### src/rtl/sd_slv_dtx_if.sv
// sd_slv_dtx_if: bundle of the block-transmitter control, buffer-read, DAT0
// and CRC16-generator signals.
//   slave  - the transmitter side (sd_slv_dtx)
//   master - the controller / buffer / CRC side driving it
interface sd_slv_dtx_if #(
    parameter int BLEN_W = 12
);
    logic              start;
    logic              abort;
    logic [BLEN_W-1:0] blk_len;
    logic              rd_req;
    logic              rd_vld;
    logic [7:0]        rd_data;
    logic              dat_o;
    logic              dat_oe;
    logic              busy;
    logic              done;
    logic              err;
    logic              crc_clr;
    logic              crc_din;
    logic              crc_cen;
    logic              crc_sft;
    logic              crc_q;

    modport slave (
        input  start, abort, blk_len, rd_vld, rd_data, crc_q,
        output rd_req, dat_o, dat_oe, busy, done, err,
               crc_clr, crc_din, crc_cen, crc_sft
    );

    modport master (
        output start, abort, blk_len, rd_vld, rd_data, crc_q,
        input  rd_req, dat_o, dat_oe, busy, done, err,
               crc_clr, crc_din, crc_cen, crc_sft
    );
endinterface

### src/rtl/sd_slv_dtx.sv
// sd_slv_dtx: SD slave DAT0 read-block transmitter.
// Frames a block as preamble (high), start bit (0), data bytes MSB-first,
// 16 CRC bits taken from the external CRC16 generator, and an end bit (1).
// Ports:
//   clk          bit clock, one DAT0 bit per cycle
//   rst          synchronous active-low reset
//   bus.start    request to send blk_len bytes (taken only in IDLE)
//   bus.abort    kill the current transfer, no done
//   bus.rd_*     byte fetch handshake from the card buffer (one-byte prefetch)
//   bus.dat_o/oe DAT0 value and enable
//   bus.busy     not IDLE; bus.done/err end-of-transfer pulses
//   bus.crc_*    controls to / MSB from the CRC16 generator
module sd_slv_dtx #(
    parameter int BLEN_W = 12,
    parameter int PRE    = 2
) (
    input  logic        clk,
    input  logic        rst,
    sd_slv_dtx_if.slave bus
);
    typedef enum logic [2:0] {
        ST_IDLE, ST_PRE, ST_START, ST_DATA, ST_CRC, ST_END
    } state_t;

    state_t            state, state_nx;
    logic [3:0]        pre_cnt;
    logic [3:0]        crc_cnt;
    logic [2:0]        bit_cnt;
    logic [BLEN_W-1:0] len;        // latched block length
    logic [BLEN_W-1:0] fetch_cnt;  // bytes accepted from the buffer
    logic [BLEN_W-1:0] byte_rem;   // bytes not yet loaded into sh
    logic [7:0]        sh;
    logic [7:0]        hold;
    logic              hold_vld;
    logic              done_q;
    logic              err_q;

    logic       busy;
    logic       rd_req;
    logic       acc;
    logic       avail;
    logic       load_due;
    logic       load;
    logic       underrun;
    logic       kill;
    logic [7:0] load_byte;

    // Fetch / load decisions. A byte arriving in the same cycle a load is due
    // bypasses the holding register straight into sh.
    always_comb begin
        busy      = (state != ST_IDLE);
        rd_req    = busy && !hold_vld && (fetch_cnt < len);
        acc       = rd_req && bus.rd_vld;
        avail     = hold_vld || acc;
        load_byte = hold_vld ? hold : bus.rd_data;
        load_due  = (state == ST_START) ||
                    ((state == ST_DATA) && (bit_cnt == 3'd7) && (byte_rem != '0));
        kill      = busy && bus.abort;
        load      = load_due && avail && !kill;
        underrun  = load_due && !avail && !kill;
    end

    always_comb begin
        state_nx    = state;
        bus.dat_o   = 1'b1;
        bus.crc_clr = 1'b0;
        bus.crc_din = 1'b0;
        bus.crc_cen = 1'b0;
        bus.crc_sft = 1'b0;
        case (state)
            ST_IDLE: begin
                if (bus.start && (bus.blk_len != '0)) state_nx = ST_PRE;
            end
            ST_PRE: begin
                if (pre_cnt == 4'(PRE - 1)) state_nx = ST_START;
            end
            ST_START: begin
                bus.dat_o   = 1'b0;
                bus.crc_clr = 1'b1;
                state_nx    = ST_DATA;
            end
            ST_DATA: begin
                bus.dat_o   = sh[7];
                bus.crc_din = sh[7];
                bus.crc_cen = 1'b1;
                if ((bit_cnt == 3'd7) && (byte_rem == '0)) state_nx = ST_CRC;
            end
            ST_CRC: begin
                bus.dat_o   = bus.crc_q;
                bus.crc_sft = 1'b1;
                if (crc_cnt == 4'd15) state_nx = ST_END;
            end
            ST_END: begin
                state_nx = ST_IDLE;
            end
            default: state_nx = ST_IDLE;
        endcase
        // abort outranks underrun, which outranks normal sequencing
        if (underrun || kill) state_nx = ST_IDLE;
    end

    always_comb begin
        bus.busy   = busy;
        bus.dat_oe = busy;
        bus.rd_req = rd_req;
        bus.done   = done_q;
        bus.err    = err_q;
    end

    always_ff @(posedge clk) begin
        if (!rst) begin
            state     <= ST_IDLE;
            pre_cnt   <= '0;
            crc_cnt   <= '0;
            bit_cnt   <= '0;
            len       <= '0;
            fetch_cnt <= '0;
            byte_rem  <= '0;
            sh        <= '0;
            hold      <= '0;
            hold_vld  <= 1'b0;
            done_q    <= 1'b0;
            err_q     <= 1'b0;
        end else begin
            state  <= state_nx;
            done_q <= underrun || ((state == ST_END) && !kill);
            err_q  <= underrun;

            if (acc) fetch_cnt <= fetch_cnt + 1'b1;

            if (load) begin
                sh       <= load_byte;
                byte_rem <= byte_rem - 1'b1;
            end else if (state == ST_DATA) begin
                sh <= {sh[6:0], 1'b0};
            end

            if (load) begin
                hold_vld <= 1'b0;
            end else if (acc) begin
                hold     <= bus.rd_data;
                hold_vld <= 1'b1;
            end

            case (state)
                ST_IDLE: begin
                    if (bus.start && (bus.blk_len != '0)) begin
                        len       <= bus.blk_len;
                        byte_rem  <= bus.blk_len;
                        fetch_cnt <= '0;
                        pre_cnt   <= '0;
                    end
                end
                ST_PRE:   pre_cnt <= pre_cnt + 1'b1;
                ST_START: bit_cnt <= '0;
                ST_DATA: begin
                    bit_cnt <= bit_cnt + 1'b1;
                    crc_cnt <= '0;
                end
                ST_CRC:   crc_cnt <= crc_cnt + 1'b1;
                default: ;
            endcase

            // leaving a transfer for any reason flushes the prefetch
            if (busy && (state_nx == ST_IDLE)) hold_vld <= 1'b0;
        end
    end
endmodule

### src/flat_wrapper.sv
// flat-port wrapper written by rule: the top's interface ports become plain ports
module sd_slv_dtx_flat 
#(
    parameter int BLEN_W = 12,
    parameter int PRE    = 2
)
  (clk, rst, bus_start, bus_abort, bus_blk_len, bus_rd_vld, bus_rd_data, bus_crc_q, bus_rd_req, bus_dat_o, bus_dat_oe, bus_busy, bus_done, bus_err, bus_crc_clr, bus_crc_din, bus_crc_cen, bus_crc_sft);
  sd_slv_dtx_if #(.BLEN_W(BLEN_W)) bus_i ();
  input  logic clk;
  input  logic rst;
  input wire logic [$bits(bus_i.start)-1:0] bus_start;
  input wire logic [$bits(bus_i.abort)-1:0] bus_abort;
  input wire logic [$bits(bus_i.blk_len)-1:0] bus_blk_len;
  input wire logic [$bits(bus_i.rd_vld)-1:0] bus_rd_vld;
  input wire logic [$bits(bus_i.rd_data)-1:0] bus_rd_data;
  input wire logic [$bits(bus_i.crc_q)-1:0] bus_crc_q;
  output wire logic [$bits(bus_i.rd_req)-1:0] bus_rd_req;
  output wire logic [$bits(bus_i.dat_o)-1:0] bus_dat_o;
  output wire logic [$bits(bus_i.dat_oe)-1:0] bus_dat_oe;
  output wire logic [$bits(bus_i.busy)-1:0] bus_busy;
  output wire logic [$bits(bus_i.done)-1:0] bus_done;
  output wire logic [$bits(bus_i.err)-1:0] bus_err;
  output wire logic [$bits(bus_i.crc_clr)-1:0] bus_crc_clr;
  output wire logic [$bits(bus_i.crc_din)-1:0] bus_crc_din;
  output wire logic [$bits(bus_i.crc_cen)-1:0] bus_crc_cen;
  output wire logic [$bits(bus_i.crc_sft)-1:0] bus_crc_sft;
  assign bus_i.start = bus_start;
  assign bus_i.abort = bus_abort;
  assign bus_i.blk_len = bus_blk_len;
  assign bus_i.rd_vld = bus_rd_vld;
  assign bus_i.rd_data = bus_rd_data;
  assign bus_i.crc_q = bus_crc_q;
  assign bus_rd_req = bus_i.rd_req;
  assign bus_dat_o = bus_i.dat_o;
  assign bus_dat_oe = bus_i.dat_oe;
  assign bus_busy = bus_i.busy;
  assign bus_done = bus_i.done;
  assign bus_err = bus_i.err;
  assign bus_crc_clr = bus_i.crc_clr;
  assign bus_crc_din = bus_i.crc_din;
  assign bus_crc_cen = bus_i.crc_cen;
  assign bus_crc_sft = bus_i.crc_sft;
  sd_slv_dtx #(.BLEN_W(BLEN_W), .PRE(PRE)) u_core (.clk(clk), .rst(rst), .bus(bus_i));
endmodule
### config.mk
export PLATFORM = sky130hd
export DESIGN_NAME = sd_slv_dtx_flat
export DESIGN_NICKNAME = d
export VERILOG_FILES = /design/src/rtl/sd_slv_dtx_if.sv /design/src/rtl/sd_slv_dtx.sv /design/src/flat_wrapper.sv
export SDC_FILE = /design/constraint.sdc
export NUM_CORES = 1
export LEC_CHECK = 0
export CORE_AREA = 2 2 70 99
export CTS_BUF_LIST = sky130_fd_sc_hd__clkbuf_4 sky130_fd_sc_hd__clkbuf_8 sky130_fd_sc_hd__clkbuf_16
export DETAILED_ROUTE_END_ITERATION = 10
export DIE_AREA = 0 0 72 101
export PLACE_DENSITY = 0.89
export SLEW_MARGIN = 15
export SYNTH_ARGS = -nofsm -noshare
export SYNTH_HDL_FRONTEND = slang
export SYNTH_SLANG_ARGS = --single-unit
### constraint.sdc
create_clock -name clk -period 3.2 [get_ports clk]
set_clock_uncertainty 0.15 [all_clocks]
set_input_delay 0.48 -clock clk [delete_from_list [all_inputs] [get_ports clk]]
set_output_delay 0.48 -clock clk [all_outputs]
set_load 0.005 [all_outputs]
== After elaboration in Yosys (flattened, before gate mapping) ==
Index checks and enable logic that the tools add are counted.
Word-level totals
  memories kept: 0
  bits in writable memories: 0
  word-level logic and storage cells: 88
  bits in latches: 0
  ROM bits: 0
  input port bits: 26
  register bits: 69
Operators by class
  $mul: 0
  bitwise operators: 2
  add/subtract/negate cells: 5
  reduce and logical (&&, ||, !) cells: 35
  div/mod/pow operators: 0
  mux-type cells: 24
  order comparisons: 1
  shifts and indexed selects: 0
  eq/ne operators: 9
Operators with widths (count)
  $mux 12: 6
  $mux 8: 3
  $reduce_bool 12->1: 2
  $pmux 4 s2: 2
  $mux 3: 5
  $pmux 3 s5: 1
  $logic_and 1x1->1: 14
  $add 12x1->12 const B: 1
  $logic_not 12->1: 1
  $lt 12x12->1: 1
  $sub 12x1->12 const B: 1
  $eq 3x3->1 const B: 3
  $add 4x1->4 const B: 2
  $reduce_bool 2->1: 4
  $eq 3x2->1 const B: 2
  $logic_not 3->1: 2
  $pmux 3 s2: 1
  $reduce_and 2->1: 3
  $eq 4x1->1 const B: 1
  $eq 4x4->1 const B: 1
  $logic_or 1x1->1: 4
  $mux 1: 4
  $mux 4: 1
  $add 3x1->3 const B: 1
  7 further kinds: 10

== Longest topological paths before layout ==
Gate-level depths: netlist (run 1).
  depth in word-level cells: 13
  gate-level depth with buffers: 11
  mapped depth without buffers: 8

== Least setup slack after synthesis (run 1) ==
Ideal clock, no wire load.
  kind: register to register
  start: reg u_core.len[11]
  end: reg u_core.byte_rem[5]
  arrival: 2328 ps
  setup time: 74 ps
  stages on the path, launching flop included: 10
  required time: 2976 ps
  slack: 648 ps
  period minus slack after synthesis: 2552 ps
  path buffers: 1
  cell sequence: dfxtp_1 inv_1 ha_1 a211oi_2 o211ai_2 nor4b_4 a31oi_1 buf_2 or4_1 a31oi_1
On the way
  word-level cells in the longest chain between the ends: 9
RTL lines
  start, declared: line sd_slv_dtx.sv:29  | logic [BLEN_W-1:0] len;
  start signal, assigned: line sd_slv_dtx.sv:148  | len <= bus.blk_len;
  $lt 12x12->1 *: line sd_slv_dtx.sv:52  | rd_req = busy && !hold_vld && (fetch_cnt < len);
  $logic_and 1x1->1 *: line sd_slv_dtx.sv:52
  $logic_and 1x1->1 *: line sd_slv_dtx.sv:53  | acc = rd_req && bus.rd_vld;
  $logic_or 1x1->1 *: line sd_slv_dtx.sv:54  | avail = hold_vld || acc;
  $logic_and 1x1->1 * (2 in series): line sd_slv_dtx.sv:59  | load = load_due && avail && !kill;
  $mux 12 *: line sd_slv_dtx.sv:131  | if (load) begin
  $mux 12: line sd_slv_dtx.sv:147  | if (bus.start && (bus.blk_len != '0)) begin
  $mux 12 *: line sd_slv_dtx.sv:145  | case (state)
  end signal, assigned: line sd_slv_dtx.sv:133  | byte_rem <= byte_rem - 1'b1;
  end signal, assigned: line sd_slv_dtx.sv:149  | byte_rem <= bus.blk_len;
  end, declared: line sd_slv_dtx.sv:31  | logic [BLEN_W-1:0] byte_rem;
Every way passes the cells marked *; elsewhere a longest branch is shown, timed or not.
A chain may end at the register's enable or synchronous reset.

== Worst setup path in the final report (run 1) ==
  start: reg u_core.len[11]
  end: out bus_rd_req
On the way
  word-level cells in the longest chain between the ends: 2
RTL lines
  $lt 12x12->1: line sd_slv_dtx.sv:52
  $logic_and 1x1->1: line sd_slv_dtx.sv:52
  end, declared: line flat_wrapper.sv:17  | output wire logic [$bits(bus_i.rd_req)-1:0] bus_rd_req;
No other way between the ends.

==> reports/qor.log, run 1 <==
INFO  timing         maxSlewViolCount=0
INFO  status         run_status=finished clean
INFO  grt            grt-ovfl-total=0
INFO  clocking       tritoncts=done
INFO  clocking       clockBufferDepth=2
INFO  grt            gr-usage-all-layers=0.253
INFO  logic_synthesis yosys_warning_count=0
INFO  layout         layout-area-overhead-vs-synth=19.7%
INFO  clocking       cts_sinks=69
INFO  logic_synthesis synth_area=3550µm²
INFO  clocking       cts-buffers-inserted=9
INFO  logic_synthesis synth_flop_cell=dfxtp_1
INFO  grt            number_of_antenna_violations_at_the_first_check_in_global_routing=0
INFO  routing        detail_route.first_pass.iterations=5
INFO  pwr            power.leakage=1.65nW
INFO  critical_path  crit_required=2.57ns
INFO  floorplanning  core_area=6440µm²
INFO  critical_path  crit-reg2reg-capture=u_core.sh[4]$_SDFFE_PN0P_
INFO  logic_synthesis ys_seq_area_frac=0.389
INFO  place          hpwl=6150µm
INFO  floorplanning  initial_utilization=0.551
INFO  timing         minimum_hold_slack=0.306ns
INFO  logic_synthesis count_of_flip_flops_with_a_built_in_enable_after_synthesis=0
INFO  floorplanning  die_h=101µm
INFO  layout         filler_instances=520
INFO  pwr            worst_ir_drop_vdd=0.340mV
INFO  logic_synthesis number_of_distinct_standard_cells_referenced_by_the_synthesized_netlist=49
INFO  timing         rsz0062_at_grt=false
INFO  floorplanning  io_pins=36
INFO  critical_path  regToRegSetupSlack=0.38ns
INFO  timing         worstMarginPinSlew=0.677ns
INFO  routing        vias=3347
INFO  routing        vias_per_cell=6.06
INFO  timing         timing.slew.headroom=0.548
INFO  logic_synthesis ys_async_sr_fraction=0
INFO  grt            grt_first_pass_wirelength=14500µm
INFO  routing        ant_nets=0
INFO  clocking       htreeDepth=3
INFO  routing        routedWlPerCell=15.2µm
INFO  floorplanning  row_count=35
INFO  routing        drc=0
INFO  pwr            power-per-cell-area=509nW/µm²
INFO  critical_path  slowest_stage_cell_cp=clkdlybuf4s50_1
INFO  routing        routed_wl=8400µm
INFO  timing         finalCritPeriodShare=0.947
INFO  hold_path      worst_hold_path_depth=2
INFO  logic_synthesis post_synth.cell_area_avg=8.09µm²
INFO  critical_path  worst_path_dominant_cell_family=simple AND/OR/NAND/NOR gates
INFO  critical_path  path_max_fanout=4
INFO  timing         final_hold_violation_count=0
INFO  clocking       cts.hold.buffers_added=0
INFO  critical_path  r2r-start=u_core.len[11]$_SDFFE_PN0P_
INFO  logic_synthesis synthesized_instance_count=439
INFO  flow_run       maxCapViolations=0
INFO  critical_path  cp.arrival=2.40ns
INFO  critical_path  timing.reg2reg.worst_path_depth=11
INFO  critical_path  cp_num_buf_inv=3
INFO  floorplanning  floorplan.die.width=72µm
INFO  critical_path  max_stage_delay=0.43ns
INFO  hold_path      hold_path_class=reg2reg
INFO  clocking       clkSlewWorstSetupHoldPaths=0.08ns
INFO  layout         antenna_cells_inserted=0
INFO  layout         seqCellArea=1380µm²
INFO  critical_path  cp-start-kind=flip-flop
INFO  floorplanning  design.die.area=7270µm²
INFO  place          place.port_buffers=35
INFO  hold_path      worst_hold_startpoint=u_core.len[6]$_SDFFE_PN0P_
INFO  timing         clock.fmax=330MHz
INFO  logic_synthesis syn-num-nets=484
INFO  timing         setup_viol=0
INFO  clocking       cts.root.buffer_cell=clkbuf_8
INFO  layout         design.final.nets=519
INFO  critical_path  timing_worst_setup_path_type=reg2out
INFO  critical_path  crit_chain=inv_1 > ha_1 > nand4_1 > nor3_2 > nor3_1 > buf_4 > and2_1 > clkdlybuf4s50_1
INFO  layout         final_layout_size_suffix_gt1_frac=0.0774
INFO  layout         finish.instance_area=4250µm²
INFO  clocking       insertion_delay=0.35ns
INFO  critical_path  end_kind=primary output
INFO  place          placedInstanceArea=4000µm²
INFO  place          routabilityCongestion=0.914
INFO  hold_path      whs_endpoint=u_core.len[6]$_SDFFE_PN0P_
INFO  timing         finalCriticalPeriod=3.03ns
INFO  grt            largest_net_degree_at_the_start_of_global_routing=30
INFO  timing         finalSetupTns=0ns
INFO  grt            grt_pass1_vias=3271
INFO  layout         multi_input_comb_area=1990µm²
INFO  routing        drt-initial-drc-count=227
INFO  logic_synthesis synth_seq_cells=69
tightest hold or removal path, cell delays in order (launching register included):
cell and delay, ns:
dfxtp_1 0.31, nand2_1 0.05, a21oi_1 0.05
metal layers:
layer  track usage  up-vias  part of all wire
li1              -     1641                 -
met1         0.272     1576              0.40
met2         0.455      102              0.52
met3        0.0440       28             0.043
met4         0.148        0             0.036
met5             0        -                 0
cells in the mapped netlist (2+ instances only):
cell | count | share of area
o31ai_1 | 7 | 0.015
and3_1 | 6 | 0.011
dfxtp_1 | 69 | 0.39
a211oi_1 | 9 | 0.019
nand3_1 | 14 | 0.020
nor2_1 | 37 | 0.039
or4_1 | 6 | 0.013
ha_1 | 19 | 0.067
nor3b_1 | 3 | 0.0063
clkbuf_1 | 18 | 0.019
nand2b_1 | 4 | 0.0070
and2_1 | 5 | 0.0088
xor2_1 | 9 | 0.022
or3_1 | 11 | 0.019
o211ai_1 | 3 | 0.0063
o21ai_0 | 21 | 0.030
a31oi_1 | 12 | 0.021
a21oi_1 | 30 | 0.042
or2_2 | 2 | 0.0035
inv_1 | 21 | 0.022
nor3_1 | 6 | 0.0085
nand4_1 | 10 | 0.018
nor4_1 | 5 | 0.0088
nand2_1 | 60 | 0.063
a311oi_1 | 6 | 0.015
buf_2 | 6 | 0.0085
mux2i_1 | 10 | 0.028
nor2b_1 | 9 | 0.016
what timing repair did:
| action | in CTS | in global routing |
|---|---|---|
| resized for setup | 0 | 1 |
| endpoints found under the hold margin | 0 | 0 |
| setup buffers | 0 | 1 |
| endpoints found under the setup margin | 0 | 1 |
state kept, by name, indices dropped and copies added (netlist names):
signal and count:
u_core.sh 8, u_core.hold 8, u_core.fetch_cnt 12, u_core.byte_rem 12, u_core.crc_cnt 4, u_core.state 3, u_core.pre_cnt 4, u_core.hold_vld 1
u_core.len 12, u_core.bus.err 1, u_core.bit_cnt 3, u_core.bus.done 1
worst max path at each step:
stage / from / endpoint / slack (ns) / cells after the start
after CTS: u_core.len[11]$_SDFFE_PN0P_ / bus_rd_req / 0.07 / 8
after floorplan: u_core.len[11]$_SDFFE_PN0P_ / u_core.byte_rem[5]$_SDFF_PN0_ / 0.65 / 9
final: u_core.len[11]$_SDFFE_PN0P_ / bus_rd_req / 0.17 / 8
after detailed placement: bus_abort / u_core.byte_rem[11]$_SDFF_PN0_ / 0.42 / 9
after global placement: bus_abort / u_core.byte_rem[11]$_SDFF_PN0_ / 0.45 / 8
after global routing: u_core.len[11]$_SDFFE_PN0P_ / bus_rd_req / 0.0005 / 8
cell usage in the layout, fill, tap and decap left out, types with 9 or more instances in the layout:
cell	instances
inv_1	21
buf_4	13
o21ai_0	21
or3_1	11
nand4_1	10
xor2_1	9
clkdlybuf4s50_1	35
nor2_1	37
a21oi_1	30
dfxtp_1	69
nand2_1	60
nor2b_1	9
nand3_1	14
ha_1	19
a211oi_1	9
clkbuf_8	9
a31oi_1	11
mux2i_1	10
final cells by class:
class,instances,share of cell area
Timing Repair Buffer,49,0.110
Clock buffer,10,0.0309
Tap cell,74,0.0218
Inverter,22,0.0194
Clock inverter,5,0.0236
Multi-Input combinational cell,323,0.469
Sequential cell,69,0.325
where the power goes:
part / internal (mW) / switching [mW] / leakage [nW] / total [mW]
combinational: 0.161 / 0.203 / 0.967 / 0.364
clock: 0.520 / 0.331 / 0.120 / 0.850
sequential: 0.902 / 0.0437 / 0.561 / 0.945
metrics by stage:
stage	total power, mW	setup slack [ns]	util	instances
final	2.16	0.170	0.660	552
after global routing	2.25	0.000533	0.660	552
after CTS	2.15	0.0744	0.658	551
after detailed placement	1.32	0.418	0.622	536
after global placement	1.30	0.454	0.622	536
after floorplan	1.18	0.648	-	439
cell families (layout without fill, tap and decap cells):
group	Yosys count	count (layout)	synth area share
compound gates	100	100	0.178
fa+ha+maj	19	19	0.0670
mux	10	10	0.0282
buf+inv	47	86	0.0529
simple gates	184	184	0.260
xor+xnor	10	10	0.0247
flops	69	69	0.389
(Power assumes the default switching activity.)
==> run 2, diff against run 1 <==
- MAX_ROUTING_LAYER: unset -> met4
==> reports/qor.log, run 2 (synthesis results as in run 1) <==
INFO  status         run_status=finished clean
INFO  clocking       clockBufferDepth=2 [unchanged]
INFO  timing         timing.slew.headroom=0.546 [-0.00273]
INFO  critical_path  worst_path_dominant_cell_family=simple AND/OR/NAND/NOR gates
INFO  timing         setup_viol=0 [unchanged]
INFO  critical_path  cp_num_buf_inv=3 [unchanged]
INFO  routing        detail_route.first_pass.iterations=5 [unchanged]
INFO  routing        routedWlPerCell=15.4µm [+1.2%]
INFO  timing         finalSetupTns=0ns [unchanged]
INFO  flow_run       maxCapViolations=0 [unchanged]
INFO  critical_path  end_kind=primary output
INFO  grt            grt-ovfl-total=0 [unchanged]
INFO  critical_path  slowest_stage_cell_cp=clkdlybuf4s50_1
INFO  critical_path  crit_start=u_core.len[11]$_SDFFE_PN0P_
INFO  critical_path  cp-start-kind=flip-flop
INFO  floorplanning  row_count=35 [unchanged]
INFO  layout         antenna_cells_inserted=0 [unchanged]
INFO  layout         design.final.nets=519 [unchanged]
INFO  pwr            power-per-cell-area=509nW/µm² [about the same]
INFO  clocking       cts-buffers-inserted=9 [unchanged]
INFO  timing         maxSlewViolCount=0 [unchanged]
INFO  critical_path  timing_worst_setup_path_type=reg2out
INFO  place          placedInstanceArea=4000µm² [unchanged]
INFO  layout         final_cell_mix=69 x dfxtp_1, 60 x nand2_1, 37 x nor2_1, 35 x clkdlybuf4s50_1, 30 x a21oi_1
INFO  critical_path  max_stage_delay=0.43ns [about the same]
INFO  critical_path  cp.arrival=2.40ns [about the same]
INFO  clocking       tritoncts=done
INFO  timing         finalCritPeriodShare=0.946 [-0.00132]
INFO  routing        vias_per_cell=6.09 [+0.42%]
INFO  critical_path  crit_chain=inv_1 > ha_1 > nand4_1 > nor3_2 > nor3_1 > buf_4 > and2_1 > clkdlybuf4s50_1
INFO  routing        drc=0 [unchanged]
INFO  clocking       insertion_delay=0.35ns [about the same]
INFO  floorplanning  core_area=6440µm² [unchanged]
INFO  timing         final_hold_violation_count=0 [unchanged]
INFO  place          routabilityCongestion=0.929 [+1.7%]
INFO  grt            grt_first_pass_wirelength=14500µm [-0.23%]
INFO  clocking       clkSlewWorstSetupHoldPaths=0.08ns [about the same]
INFO  pwr            power.leakage=1.65nW [unchanged]
INFO  clocking       htreeDepth=3 [unchanged]
INFO  floorplanning  io_pins=36 [unchanged]
INFO  layout         finish.instance_area=4250µm² [unchanged]
INFO  timing         clock.fmax=330MHz [+0.14%]
INFO  layout         filler_instances=520 [unchanged]
INFO  timing         worstMarginPinSlew=0.681ns [+0.00409 ns]
INFO  place          place.port_buffers=35 [unchanged]
INFO  layout         final_layout_size_suffix_gt1_frac=0.0774 [unchanged]
INFO  place          post-place-cells=536 [unchanged]
INFO  layout         layout.cells.most_common=dfxtp_1
INFO  layout         layout-area-overhead-vs-synth=19.7% [unchanged]
INFO  hold_path      worst_hold_startpoint=u_core.len[6]$_SDFFE_PN0P_
INFO  timing         rsz0062_at_grt=false
INFO  routing        vias=3361 [+0.42%]
INFO  routing        drt-initial-drc-count=224 [-1.3%]
INFO  layout         layout_top_registers=u_core.byte_rem x12, u_core.fetch_cnt x12, u_core.len x12
INFO  place          hpwl=6150µm [unchanged]
INFO  routing        ant_nets=0 [unchanged]
INFO  floorplanning  initial_utilization=0.551 [unchanged]
INFO  layout         instances_no_fill=552 [unchanged]
INFO  pwr            worst_ir_drop_vdd=0.341mV [+0.36%]
INFO  clocking       cts_sinks=69 [unchanged]
INFO  hold_path      hold_path_class=reg2reg
INFO  grt            gr-usage-all-layers=0.259 [+0.00598]
INFO  grt            grt_pass1_vias=3285 [+0.43%]
INFO  grt            number_of_antenna_violations_at_the_first_check_in_global_routing=0 [unchanged]
INFO  grt            largest_net_degree_at_the_start_of_global_routing=30 [unchanged]
INFO  floorplanning  floorplan.die.width=72µm [unchanged]
INFO  timing         finalCriticalPeriod=3.03ns [-0.00421 ns]
INFO  floorplanning  design.die.area=7270µm² [unchanged]
INFO  clocking       cts.hold.buffers_added=0 [unchanged]
INFO  critical_path  crit_required=2.57ns [about the same]
INFO  critical_path  r2r-start=u_core.len[11]$_SDFFE_PN0P_
INFO  critical_path  path_max_fanout=4 [unchanged]
INFO  clocking       cts.root.buffer_cell=clkbuf_8
INFO  floorplanning  die_h=101µm [unchanged]
INFO  routing        routed_wl=8490µm [+1.2%]
-- run 2: layer usage --
layer	part of all wire	vias up	track usage
met2	0.51	111	0.454
li1	-	1638	-
met1	0.41	1587	0.270
met3	0.041	25	0.0410
met4	0.035	0	0.149
met5	0	-	-
-- run 2: final timing paths --
| check | end | slack, ns | depth (start not counted) |
|---|---|---|---|
| worst max register to register | u_core.sh[4]$_SDFFE_PN0P_ | 0.36 | 11 |
| worst min register to register | u_core.len[6]$_SDFFE_PN0P_ | 0.31 | 2 |
| worst max-delay path | bus_rd_req | 0.17 | 8 |
| worst min-delay path | u_core.len[6]$_SDFFE_PN0P_ | 0.31 | 2 |
-- run 2: final cells by class --
type,count,area (µm²),share of cell area
clock buffer,10,131,0.0309
clock inverter,5,100,0.0236
inverter,22,82.6,0.0194
multi-input combinational,323,1990,0.469
sequential,69,1380,0.325
tap,74,92.6,0.0218
timing repair buffer,49,468,0.110
-- run 2: per-stage QoR --
stage           util  total power [mW]  setup slack (ns)  hold WS [ns]
2_1_floorplan      -              1.18             0.648         0.282
3_3_place_gp   0.622              1.30             0.454         0.292
3_5_place_dp   0.622              1.32             0.418         0.298
4_1_cts        0.658              2.15            0.0744         0.308
5_1_grt        0.660              2.25           0.00315         0.330
6_report       0.660              2.16             0.174         0.306
-- run 2: repair_timing --
item / in CTS / in global routing
setup buffers: 0 / 1
endpoints found under the setup margin: 0 / 1
gates resized for setup: 0 / 1
-- run 2: tightest hold or removal path, stage by stage (launching register included) --
cell and delay (ns):
dfxtp_1 0.31, nand2_1 0.05, a21oi_1 0.05
-- run 2: where the power goes --
group | internal [mW] | switching [mW] | total (mW)
registers | 0.902 | 0.0441 | 0.946
clock network | 0.520 | 0.331 | 0.850
logic | 0.161 | 0.204 | 0.365
==> run 3, diff against run 2 <==
- ABC_AREA: unset -> 1
- CORE_AREA: 2 2 70 99 -> 2 2 72 101
- DIE_AREA: 0 0 72 101 -> 0 0 74 103
- PLACE_DENSITY: 0.89 -> 0.88
==> reports/qor.log, run 3 <==
INFO  grt            grt-ovfl-total=0 [unchanged]
INFO  logic_synthesis ys_seq_area_frac=0.373 [-0.0158]
INFO  timing         clock.fmax=365MHz [+11%]
INFO  grt            number_of_antenna_violations_at_the_first_check_in_global_routing=0 [unchanged]
INFO  grt            gr-usage-all-layers=0.259 [about the same]
INFO  routing        vias_per_cell=5.31 [-13%]
INFO  logic_synthesis synth_seq_cells=69 [unchanged]
INFO  grt            largest_net_degree_at_the_start_of_global_routing=29 [-3.3%]
INFO  clocking       cts-buffers-inserted=9 [unchanged]
INFO  layout         multi_input_comb_area=1910µm² [-4.0%]
INFO  layout         seqCellArea=1380µm² [unchanged]
INFO  layout         design.final.nets=599 [+15%]
INFO  clocking       cts.root.buffer_cell=clkbuf_8
INFO  critical_path  regToRegSetupSlack=0.83ns [+0.47 ns]
INFO  timing         finalSetupTns=0ns [unchanged]
INFO  routing        vias=3471 [+3.3%]
INFO  pwr            worst_ir_drop_vdd=0.328mV [-4.0%]
INFO  layout         antenna_cells_inserted=0 [unchanged]
INFO  place          place.port_buffers=35 [unchanged]
INFO  layout         layout_top_registers=u_core.byte_rem x12, u_core.fetch_cnt x12, u_core.len x12
INFO  clocking       cts_sinks=69 [unchanged]
INFO  clocking       clockBufferDepth=2 [unchanged]
INFO  logic_synthesis ys_async_sr_fraction=0 [unchanged]
INFO  clocking       tritoncts=done
INFO  layout         layout-area-overhead-vs-synth=15.7%
INFO  timing         worstMarginPinSlew=0.598ns [-0.0826 ns]
INFO  clocking       insertion_delay=0.36ns [about the same]
INFO  critical_path  timing_worst_setup_path_type=reg2out
INFO  pwr            power.leakage=1.91nW [+16%]
INFO  critical_path  cp-start-kind=flip-flop
INFO  grt            grt_first_pass_wirelength=14700µm [+1.7%]
INFO  floorplanning  die_h=103µm [+2.0%]
INFO  critical_path  max_stage_delay=0.49ns [+0.06 ns]
INFO  floorplanning  initial_utilization=0.544 [-0.00744]
INFO  timing         setup_viol=0 [unchanged]
INFO  logic_synthesis synthesized_instance_count=523 [+19%]
INFO  floorplanning  row_count=36 [+2.9%]
INFO  logic_synthesis synth_area=3700µm² [+4.2%]
INFO  timing         maxSlewViolCount=0 [unchanged]
INFO  routing        routedWlPerCell=13.3µm [-13%]
INFO  layout         final_cell_mix=118 x nand2_1, 69 x dfxtp_1, 68 x inv_1, 63 x nand3_1, 44 x nor2_1
INFO  logic_synthesis yosys_warning_count=0 [unchanged]
INFO  status         run_status=finished clean
INFO  place          post-place-ws=0.732ns [+0.314 ns]
INFO  timing         rsz0062_at_grt=false
INFO  clocking       ctsResizeCount=0 [unchanged]
INFO  pwr            power-per-cell-area=505nW/µm² [-0.69%]
INFO  critical_path  end_kind=primary output
INFO  grt            grt_pass1_vias=3369 [+2.6%]
INFO  critical_path  path_max_fanout=5 [+1]
INFO  floorplanning  floorplan.die.width=74µm [+2.8%]
INFO  flow_run       maxCapViolations=0 [unchanged]
INFO  timing         finalCriticalPeriod=2.74ns [-0.288 ns]
INFO  floorplanning  design.die.area=7620µm² [+4.8%]
INFO  critical_path  cp_num_buf_inv=2 [-1]
INFO  critical_path  crit_required=2.57ns [about the same]
INFO  clocking       clkSlewWorstSetupHoldPaths=0.08ns [about the same]
INFO  logic_synthesis synth_flop_cell=dfxtp_1
INFO  logic_synthesis post_synth.cell_area_avg=7.07µm² [-13%]
INFO  critical_path  cp.arrival=2.11ns [-0.29 ns]
INFO  place          post-place-cells=638 [+19%]
INFO  timing         final_hold_violation_count=0 [unchanged]
INFO  floorplanning  io_pins=36 [unchanged]
INFO  place          routabilityCongestion=0.882 [-5.1%]
INFO  layout         layout.cells.most_common=nand2_1
INFO  routing        drc=0 [unchanged]
INFO  critical_path  worst_path_dominant_cell_family=buffers and inverters
INFO  layout         final_layout_size_suffix_gt1_frac=0.0787 [+0.00131]
INFO  floorplanning  core_area=6800µm² [+5.7%]
INFO  clocking       postCtsSetupBuffers=0 [unchanged]
INFO  critical_path  crit_chain=ha_1 > a21oi_1 > nand2_1 > nand2_1 > nand2_1 > inv_1 > clkdlybuf4s50_1
INFO  clocking       htreeDepth=3 [unchanged]
INFO  layout         filler_instances=579 [+11%]
INFO  logic_synthesis synthMostInstantiatedCell=nand2_1
INFO  critical_path  slowest_stage_cell_cp=clkdlybuf4s50_1
INFO  logic_synthesis netlist_top_cells_area=dfxtp_1 37%, nand2_1 12%, nand3_1 8.5%
INFO  place          hpwl=6280µm [+2.0%]
INFO  logic_synthesis yosysTopAreaCellShare=0.373 [-0.0158]
INFO  routing        detail_route.first_pass.iterations=5 [unchanged]
INFO  layout         instances_no_fill=654 [+18%]
INFO  timing         setup_ws=0.462ns [+0.288 ns]
INFO  routing        ant_nets=0 [unchanged]
INFO  timing         timing.slew.headroom=0.601 [+0.0551]
INFO  routing        drt-initial-drc-count=262 [+17%]
INFO  logic_synthesis syn-num-nets=568 [+17%]
INFO  logic_synthesis number_of_distinct_standard_cells_referenced_by_the_synthesized_netlist=41 [-16%]
INFO  critical_path  critPathMostFrequentCell=nand2_1
INFO  logic_synthesis synth_common_cells=118 x nand2_1, 69 x dfxtp_1, 68 x inv_1
INFO  timing         finalCritPeriodShare=0.856 [-0.0900]
INFO  routing        routed_wl=8730µm [+2.7%]
INFO  hold_path      hold_path_class=reg2reg
INFO  logic_synthesis post-synth-top-area-cell=dfxtp_1
INFO  logic_synthesis count_of_flip_flops_with_a_built_in_enable_after_synthesis=0 [unchanged]
INFO  clocking       cts.hold.buffers_added=0 [unchanged]
run 3: cell types whose count changed in the layout (fill, tap and decap cells not counted), moves of 7 or more:
cell / change
nand2_1: +58
nand3_1: +49
inv_1: +47
o21ai_0: +14
or3_1: -11
a31oi_1: -10
buf_4: -10
mux2i_1: -10
nor2b_1: -9
a211oi_1: -7
nor2_1: +7
run 3: area by class of cell:
class / instances / area share
Tap cell: 95 / 0.0278
Timing Repair Buffer: 38 / 0.0871
Clock inverter: 5 / 0.0137
Multi-Input combinational cell: 362 / 0.447
Clock buffer: 11 / 0.0354
Sequential cell: 69 / 0.323
Inverter: 74 / 0.0669
run 3: worst paths after layout:
kind / startpoint / end / cells after the start
worst max-delay path: u_core.fetch_cnt[3]$_SDFF_PN0_ / bus_rd_req / 7
worst min-delay path: u_core.len[0]$_SDFFE_PN0P_ / u_core.len[0]$_SDFFE_PN0P_ / 2
worst max register to register: u_core.fetch_cnt[3]$_SDFF_PN0_ / u_core.byte_rem[4]$_SDFF_PN0_ / 11
worst min register to register: u_core.len[0]$_SDFFE_PN0P_ / u_core.len[0]$_SDFFE_PN0P_ / 2
run 3: stage by stage:
step                area [µm²]  hold slack, ns  total power, mW  utilization
global route              4280           0.348             2.28        0.630
finish                    4280           0.307             2.16        0.630
CTS                       4280           0.305             2.17        0.630
global placement          4070           0.288             1.41        0.599
detailed placement        4070           0.291             1.43        0.599
floorplan                 3700           0.269             1.30            -
run 3: cell families (layout without fill, tap and decap cells):
group                      count (synthesis)  count (layout)  share of synthesized area
DFF                                       69              69                      0.373
AOI/OAI and AO/OA                         87              87                      0.132
and+or+nand+nor                          248             248                      0.301
adders and majority gates                 19              19                     0.0643
buffers and inverters                     92             128                      0.110
xor gates and xnor gates                   8               8                     0.0189
run 3: worst reg2reg max path, delay by kind of cell (launching register included):
| family | cells | cell delay (ns) |
|---|---|---|
| compound gates | 1 | 0.16 |
| flops | 1 | 0.47 |
| buf+inv | 1 | 0.15 |
| simple gates | 8 | 1.05 |
| fa+ha+maj | 1 | 0.29 |
run 3: routing by layer:
layer	up-vias	wire length, µm	global-route usage	part of all wire
met4	0	500	0.183	0.057
met1	1578	3410	0.269	0.39
met2	106	4410	0.435	0.51
li1	1749	-	-	-
met3	38	403	0.0430	0.046
met5	-	0	-	0
run 3: where the power goes:
part	internal, mW	total (mW)	switching (mW)	leakage (nW)
clock	0.402	0.743	0.341	0.102
combinational	0.172	0.459	0.287	1.24
sequential	0.919	0.961	0.0420	0.561
total	1.49	2.16	0.670	1.91
